==> config.mk <==
export PLATFORM = sky130hd
export DESIGN_NAME = store_write_buffer
export DESIGN_NICKNAME = d
export VERILOG_FILES = /design/src/rtl/store_write_buffer.sv
export SDC_FILE = /design/constraint.sdc
export NUM_CORES = 1
export LEC_CHECK = 0
export CAP_MARGIN = 25
export CORE_MARGIN = 2
export CORE_UTILIZATION = 60
export CTS_BUF_LIST = sky130_fd_sc_hd__clkbuf_8
export CTS_CLUSTER_SIZE = 16
export DETAILED_ROUTE_END_ITERATION = 8
export PLACE_DENSITY_LB_ADDON = 0.08
export REMOVE_ABC_BUFFERS = 1
export SETUP_SLACK_MARGIN = 0.05
export SYNTH_ARGS = -nofsm -noshare
export SYNTH_HDL_FRONTEND = slang
export SYNTH_SLANG_ARGS = --single-unit
==> constraint.sdc <==
create_clock -name clk -period 8 [get_ports clk]
set_clock_uncertainty 0.2 [all_clocks]
set_input_delay 1.6 -clock clk [delete_from_list [all_inputs] [get_ports clk]]
set_output_delay 1.6 -clock clk [all_outputs]
set_load 0.1 [all_outputs]
==> src/rtl/store_write_buffer.sv <==
// Store write buffer: a small in-order FIFO of processor stores that sits in front of
// data memory. The processor can store without waiting for memory, the buffer drains
// one entry per accepted memory handshake, and loads are forwarded from the youngest
// matching buffered store.
module store_write_buffer #(
  parameter int unsigned DEPTH = 4,   // power of two, 2..16
  parameter int unsigned AW    = 32,
  parameter int unsigned DW    = 32
) (
  input  logic                   clk,
  input  logic                   reset,      // active-low, asynchronous
  // Processor store port
  input  logic                   MemWrite,
  input  logic [AW-1:0]          DataAdr,
  input  logic [DW-1:0]          WriteData,
  output logic                   stall,
  // Memory drain port
  output logic                   mem_valid,
  output logic [AW-1:0]          mem_addr,
  output logic [DW-1:0]          mem_wdata,
  input  logic                   mem_ready,
  // Load forwarding
  input  logic [AW-1:0]          ld_addr,
  output logic                   fwd_hit,
  output logic [DW-1:0]          fwd_data,
  // Status
  output logic [$clog2(DEPTH):0] count,
  output logic                   align_err
);

  localparam int unsigned PW = $clog2(DEPTH);
  localparam int unsigned CW = PW + 1;

  // Entry storage and bookkeeping
  logic [AW-1:0]    addr_q [DEPTH];
  logic [AW-1:0]    addr_d [DEPTH];
  logic [DW-1:0]    data_q [DEPTH];
  logic [DW-1:0]    data_d [DEPTH];
  logic [DEPTH-1:0] valid_q, valid_d;
  logic [PW-1:0]    wr_ptr_q, wr_ptr_d;
  logic [PW-1:0]    rd_ptr_q, rd_ptr_d;
  logic [CW-1:0]    count_q, count_d;
  logic             align_err_q, align_err_d;

  logic full, empty;
  logic push, pop, misaligned;
  logic [PW-1:0] fwd_idx;

  // Status flags come from the registered occupancy only
  always_comb begin
    full  = (count_q == CW'(DEPTH));
    empty = (count_q == '0);
  end

  // Handshake decode: pushes are judged against the registered full flag, so a pop in
  // the same cycle never frees a slot for a store that is already stalled.
  always_comb begin
    stall      = MemWrite & full;
    push       = MemWrite & ~full & (DataAdr[1:0] == 2'b00);
    misaligned = MemWrite & ~full & (DataAdr[1:0] != 2'b00);
    pop        = ~empty & mem_ready;
  end

  // Memory side sees the registered head entry only; no bypass from the store port
  always_comb begin
    mem_valid = ~empty;
    mem_addr  = addr_q[rd_ptr_q];
    mem_wdata = data_q[rd_ptr_q];
    count     = count_q;
    align_err = align_err_q;
  end

  // Next-state for entries, pointers, occupancy and the sticky alignment flag
  always_comb begin
    addr_d      = addr_q;
    data_d      = data_q;
    valid_d     = valid_q;
    wr_ptr_d    = wr_ptr_q;
    rd_ptr_d    = rd_ptr_q;
    count_d     = count_q;
    align_err_d = align_err_q | misaligned;

    // Pop and push never target the same slot: that would need empty (no pop) or
    // full (no push).
    if (pop) begin
      valid_d[rd_ptr_q] = 1'b0;
      rd_ptr_d          = rd_ptr_q + PW'(1);
    end
    if (push) begin
      addr_d[wr_ptr_q]  = DataAdr;
      data_d[wr_ptr_q]  = WriteData;
      valid_d[wr_ptr_q] = 1'b1;
      wr_ptr_d          = wr_ptr_q + PW'(1);
    end

    unique case ({push, pop})
      2'b10:   count_d = count_q + CW'(1);
      2'b01:   count_d = count_q - CW'(1);
      default: count_d = count_q;
    endcase
  end

  // Forwarding: walk oldest to youngest from the read pointer so the last match wins.
  // Only registered entries take part; the head still counts in the cycle it pops.
  always_comb begin
    fwd_hit  = 1'b0;
    fwd_data = '0;
    fwd_idx  = rd_ptr_q;
    for (int unsigned i = 0; i < DEPTH; i++) begin
      fwd_idx = rd_ptr_q + PW'(i);
      if (valid_q[fwd_idx] && (addr_q[fwd_idx] == ld_addr)) begin
        fwd_hit  = 1'b1;
        fwd_data = data_q[fwd_idx];
      end
    end
  end

  // State registers; reset discards every buffered store immediately
  always_ff @(posedge clk or negedge reset) begin
    if (!reset) begin
      addr_q      <= '{default: '0};
      data_q      <= '{default: '0};
      valid_q     <= '0;
      wr_ptr_q    <= '0;
      rd_ptr_q    <= '0;
      count_q     <= '0;
      align_err_q <= 1'b0;
    end else begin
      addr_q      <= addr_d;
      data_q      <= data_d;
      valid_q     <= valid_d;
      wr_ptr_q    <= wr_ptr_d;
      rd_ptr_q    <= rd_ptr_d;
      count_q     <= count_d;
      align_err_q <= align_err_d;
    end
  end

endmodule

# == After elaboration in Yosys (flattened, before gate mapping) ==
# Index checks and enable logic that the tools add are counted.
# word_totals
wordCells,117
reg_bits,268
in_bits,100
latchBits,0
out_inout_bits,103
mem_count,0
romBits,0
ram_bits,0
# classes
n_mux,51
magnitude_cmp,13
div_mod_pow,0
add_sub_neg,6
mul,0
n_reduce_logical,11
shift,0
n_eq_ne,7
bitwise,16
# op_table
cell,count
32-bit two-way mux,21
32-bit binary-select mux with 2-bit select,8
128-bit bitwise mux,2
32-bit == test,4
32-bit demux with 2-bit select,1
3-bit >= comparator (second input constant),5
2-bit by 3-bit less-than comparator with 1-bit output (second input constant),5
2-bit inverter with 3-bit output,5
1-bit two-way mux,10
1-bit binary-select mux with 2-bit select,4
4-bit two-way mux,2
1-bit logical AND,7
3-bit case mux with 2 select lines,1
1-bit bitwise AND,5
2-bit by 1-bit adder with 2-bit output (second input constant),2
2-bit adder (second input constant),2
4-bit bitwise AND,1
1-bit demux with 2-bit select,2
2-bit by 1-bit >= comparator with 1-bit output (second input constant),2
4-bit inverter,1
4-bit bitwise OR,1
2-bit nonzero test,2
3-bit by 1-bit adder with 3-bit output (second input constant),1
3-bit == test (second input constant),1
other kinds (8),9

# == Depth between registers and ports, before layout ==
# logic_depth
word_depth,10
depth_mapped,21
depth_no_buf,11

# == Worst setup path before layout ==
# Ideal clock, no wire load.
# synth_path
kind,register to output
startpoint,reg rd_ptr_q[0]
endpoint,out fwd_data[29]
path_slack_ns,0.431
path_buffers,8
path_stages_with_launch,19
required_time_ns,6.200
arrival_ns,5.769
cell_sequence,dfrtp_1 buf_6 buf_6 inv_2 buf_1 buf_1 ha_1 buf_6 buf_6 buf_2 mux4_2 xnor2_1 nand4_1 nor4_1 o221a_2 clkbuf_1 nand3_1 o211a_1 o22ai_1
# synth_via
word_cells_on_any_way,51
cone_classes,add/sub (3); eq/ne (4); mux (36); bitwise (4); reduce/logical (4)
# synth_rtl
element,line_no,text
"start, declared",41,"logic [PW-1:0] rd_ptr_q, rd_ptr_d;"
"start signal, assigned",133,rd_ptr_q <= rd_ptr_d;
2-bit adder (*),110,fwd_idx = rd_ptr_q + PW'(i);
net fwd_idx[0],47,logic [PW-1:0] fwd_idx;
2-bit inverter with 3-bit output (implied by the code),"111, 113",
32-bit binary-select mux with 2-bit select,111,if (valid_q[fwd_idx] && (addr_q[fwd_idx] == ld_addr)) begin
32-bit two-way mux (implied by the code) (2 in series),111,
32-bit == test,111,
1-bit logical AND,111,
32-bit two-way mux (*),111,
"end, declared",25,"output logic [DW-1:0] fwd_data,"
# Mark *: on every way through the listed nets, which the timed path passes. The rest lies on a longest branch. The select of a mux whose other input is x is not followed.

# == Worst setup path in the final report ==
# layout_path
startpoint,reg rd_ptr_q[0]
endpoint,out fwd_data[9]
# layout_via
elab_chain_len,10
word_cells_on_any_way,51
cone_classes,add/sub (3); eq/ne (4); mux (36); bitwise (4); reduce/logical (4)
# layout_lines
element,line_no
2-bit by 1-bit adder with 2-bit output / 2-bit inverter with 3-bit output (equally long branches),"110, 111, 113"
2-bit inverter with 3-bit output (implied by the code) / 32-bit binary-select mux with 2-bit select (equally long branches),"111, 113"
32-bit binary-select mux with 2-bit select / 32-bit two-way mux (equally long branches),111
32-bit two-way mux (implied by the code),111
32-bit two-way mux (implied by the code) / 32-bit == test (equally long branches),111
32-bit == test / 1-bit logical AND (equally long branches),111
1-bit logical AND / 32-bit two-way mux (equally long branches),111
32-bit two-way mux (2 in series),111
32-bit two-way mux (*),111
# Every way passes the cells marked *; elsewhere a longest branch is shown, timed or not. The select of a mux whose other input is x is not followed.

==> impl_metrics.json <==
{
  "std_cell_rows": 66,
  "synth-edff-count": 0,
  "hp-class": "flip-flop to flip-flop",
  "drt-met1-wl_microns": 19920,
  "cts_root_buf": "clkbuf_8",
  "cts_buffers": 49,
  "netlist_instances": 1460,
  "wl_microns": 50840,
  "drt_iter0_markers": 1086,
  "dr_wl_met3_microns": 4933,
  "gp_congestion": 0.8790,
  "synthMostInstantiatedCell": "dfrtp_1",
  "hold_viol": 0,
  "finish.utilization_pct": 71.90,
  "h-tree-depth": 2,
  "grt_antenna_before_repair": 8,
  "max_freq_mhz": 133.9,
  "drc": 0,
  "drv_slew": 0,
  "async_flop_share_pct": 100.0,
  "path_max_fanout": 51,
  "tightest_slew_ns": 1.107,
  "die-area_sq_um": 34250,
  "dr_wl_met2_microns": 24490,
  "nets": 1712,
  "min_period_ns": 7.468,
  "yosys_register_bits": 268,
  "via_count": 14046,
  "crit_chain": "inv_2, ha_4, buf_12, buf_4, mux2i_1, xnor2_1, a2111oi_0, o221ai_1, o211ai_4, buf_12, o211a_1, o22ai_1, buf_12",
  "cts.sinks": 268,
  "hold_buffers": 0,
  "timing.final.crit_share_pct": 93.35,
  "multiInputGateArea_sq_um": 12060,
  "yosys_warnings": 0,
  "crit_path_end_kind": "output pin",
  "synth_commonest_cells": "dfrtp_1 (268), mux2_2 (254), mux4_2 (231), xnor2_1 (90), inv_1 (76)",
  "crit_required_ns": 6.20,
  "cp_common_cell": "buf_12",
  "area_delta_synth_final_pct": 18.32,
  "critPathBufInv": 5,
  "netlist.area_leader.share_pct": 34.09,
  "die_h_microns": 185.1,
  "critPathMaxStageDelay_ns": 0.97,
  "syn_area_sq_um": 19670,
  "start_util_pct": 60.77,
  "n_fill_cell": 2280,
  "arrival_ns": 5.67,
  "status": "completed",
  "overflow": 0,
  "setup_violations": 0,
  "relSlewSlack_pct": 24.31,
  "grt_pass1_wl_microns": 80400,
  "path_delay_family": "compound AO/OA/AOI/OAI gates",
  "antenna_left": 0,
  "cap_violations": 0,
  "dpl.hpwl_microns": 33030,
  "die_w_microns": 185.1,
  "fin_setup_tns_ns": 0,
  "synthDistinctLibCells": 55,
  "top_layer_used": "met5",
  "ys_seq_area_share_pct": 34.09,
  "crit_type": "flip-flop to output pin",
  "routedWlPerCell_microns": 24.31,
  "cts.clk_slew.worst_paths_ns": 0.06,
  "avgSynthCellArea_sq_um": 13.47,
  "drive_above_1_share_pct": 40.29,
  "critPathSlowestCell": "a2111oi_0",
  "clock_path_buffers": 3,
  "synth_area_leaders": "dfrtp_1 (34%), mux4_2 (26%), mux2_2 (15%), xnor2_1 (4.0%), mux2i_1 (3.5%)",
  "synth_top_cell_by_area": "dfrtp_1",
  "grt_max_degree": 157,
  "ioPinCount": 203,
  "grt_util_all_layers_pct": 30.66,
  "drtPass1Iterations": 5,
  "grt_pass1_vias": 14162,
  "core_area_sq_um": 32370,
  "avgViaCountPerCell": 6.717,
  "register_area_sq_um": 6714,
  "insertion_delay_ns": 0.58,
  "start_kind": "flip-flop",
  "cts_tree": "built",
  "yosys_most_used_dff": "dfrtp_1",
  "rsz0062_at_grt": "false",
  "io_buffers": 202
}
routing by layer:
layer / track usage, % / vias to the layer above
li1: - / 5975
met1: 42.26 / 7292
met2: 48.55 / 665
met3: 7.589 / 110
met4: 9.429 / 4
met5: 0 / -
what timing repair did:
| item | in CTS | in global routing |
|---|---|---|
| setup buffers | 0 | 0 |
| endpoints found under the hold margin | 0 | 0 |
| gates resized for setup | 0 | 1 |
| setup endpoints to repair | 0 | 6 |
logic make-up after synthesis:
family,Yosys count,share of synthesized area [%]
AO/OA/AOI/OAI,155,6.488
XOR/XNOR,126,5.610
adder cells (fa/ha/maj),10,0.6742
buffers and inverters,213,4.980
flip-flops,268,34.09
multiplexers,553,44.45
AND/OR/NAND/NOR,135,3.708
area by class of cell:
cell class	instances	share of cell area, %
Inverter	77	1.242
Multi-Input combinational cell	979	51.80
Timing Repair Buffer	227	11.34
Antenna cell	6	0.06451
Sequential cell	268	28.85
Clock buffer	61	3.607
Clock inverter	31	0.7257
Tap cell	442	2.376
worst paths after layout:
kind | from | endpoint | slack [ns] | cells after the start
min | align_err | align_err | 0.32 | 1
max | rd_ptr_q[0] | fwd_data[9] | 0.53 | 13
min reg2reg | align_err | align_err | 0.32 | 1
max reg2reg | count[0] | data_q[107] | 4.99 | 7
min in group asynchronous | reset | addr_q[63] | 0.88 | 1
max in group asynchronous | reset | data_q[15] | 5.16 | 2
flip-flops by register name (all words and copies together), names as in the netlist:
register   flops
rd_ptr_q       2
addr_q       128
count          3
align_err      1
wr_ptr_q       2
valid_q        4
data_q       128
worst reg2reg max path: stages, from the launching register on:
cell     delay (ns)
dfrtp_1        0.41
nor2_1         0.08
nand2_1        0.07
nand2_1        0.07
nor3_2         0.66
nand2_4        0.45
buf_4          0.52
mux2_2         0.43
through the flow:
step | setup WS (ns) | hold slack (ns) | instance area, sq um | cells
2_1_floorplan | -14.15 | 0.2917 | 18980 | 1324
3_3_place_gp | 1.033 | 0.2638 | 22170 | 1990
3_5_place_dp | 0.9731 | 0.2733 | 22200 | 1991
4_1_cts | 0.3396 | 0.3201 | 23210 | 2083
5_1_grt | 0.2843 | 0.3360 | 23270 | 2089
6_report | 0.5323 | 0.3154 | 23270 | 2091
layout by cell type, fill, tap and decap left out, types with 3 or more instances in the layout:
master,instances
o221a_2,3
mux4_2,231
nand4_1,12
clkdlybuf4s50_1,168
o22ai_2,21
o21ai_0,39
o22a_1,3
xor2_1,36
mux2_2,254
nand2_4,4
clkbuf_8,61
nand2_1,26
a221oi_1,7
buf_12,37
xnor2_1,90
a21oi_1,5
o22ai_1,14
nand3_1,39
o211a_1,31
mux2i_1,68
nor4_2,4
clkinv_2,11
and2_1,9
a2111oi_0,3
dfrtp_1,266
inv_1,92
buf_4,18
nor3_1,5
nor4_1,14
diode_2,6
a211oi_1,4
nor2_1,11
ha_1,8
o2bb2ai_1,3
o211ai_1,6
Power is left out: the tool's default activity adds up to more than one toggle a clock period on the data nets, which glitch-free logic cannot reach.
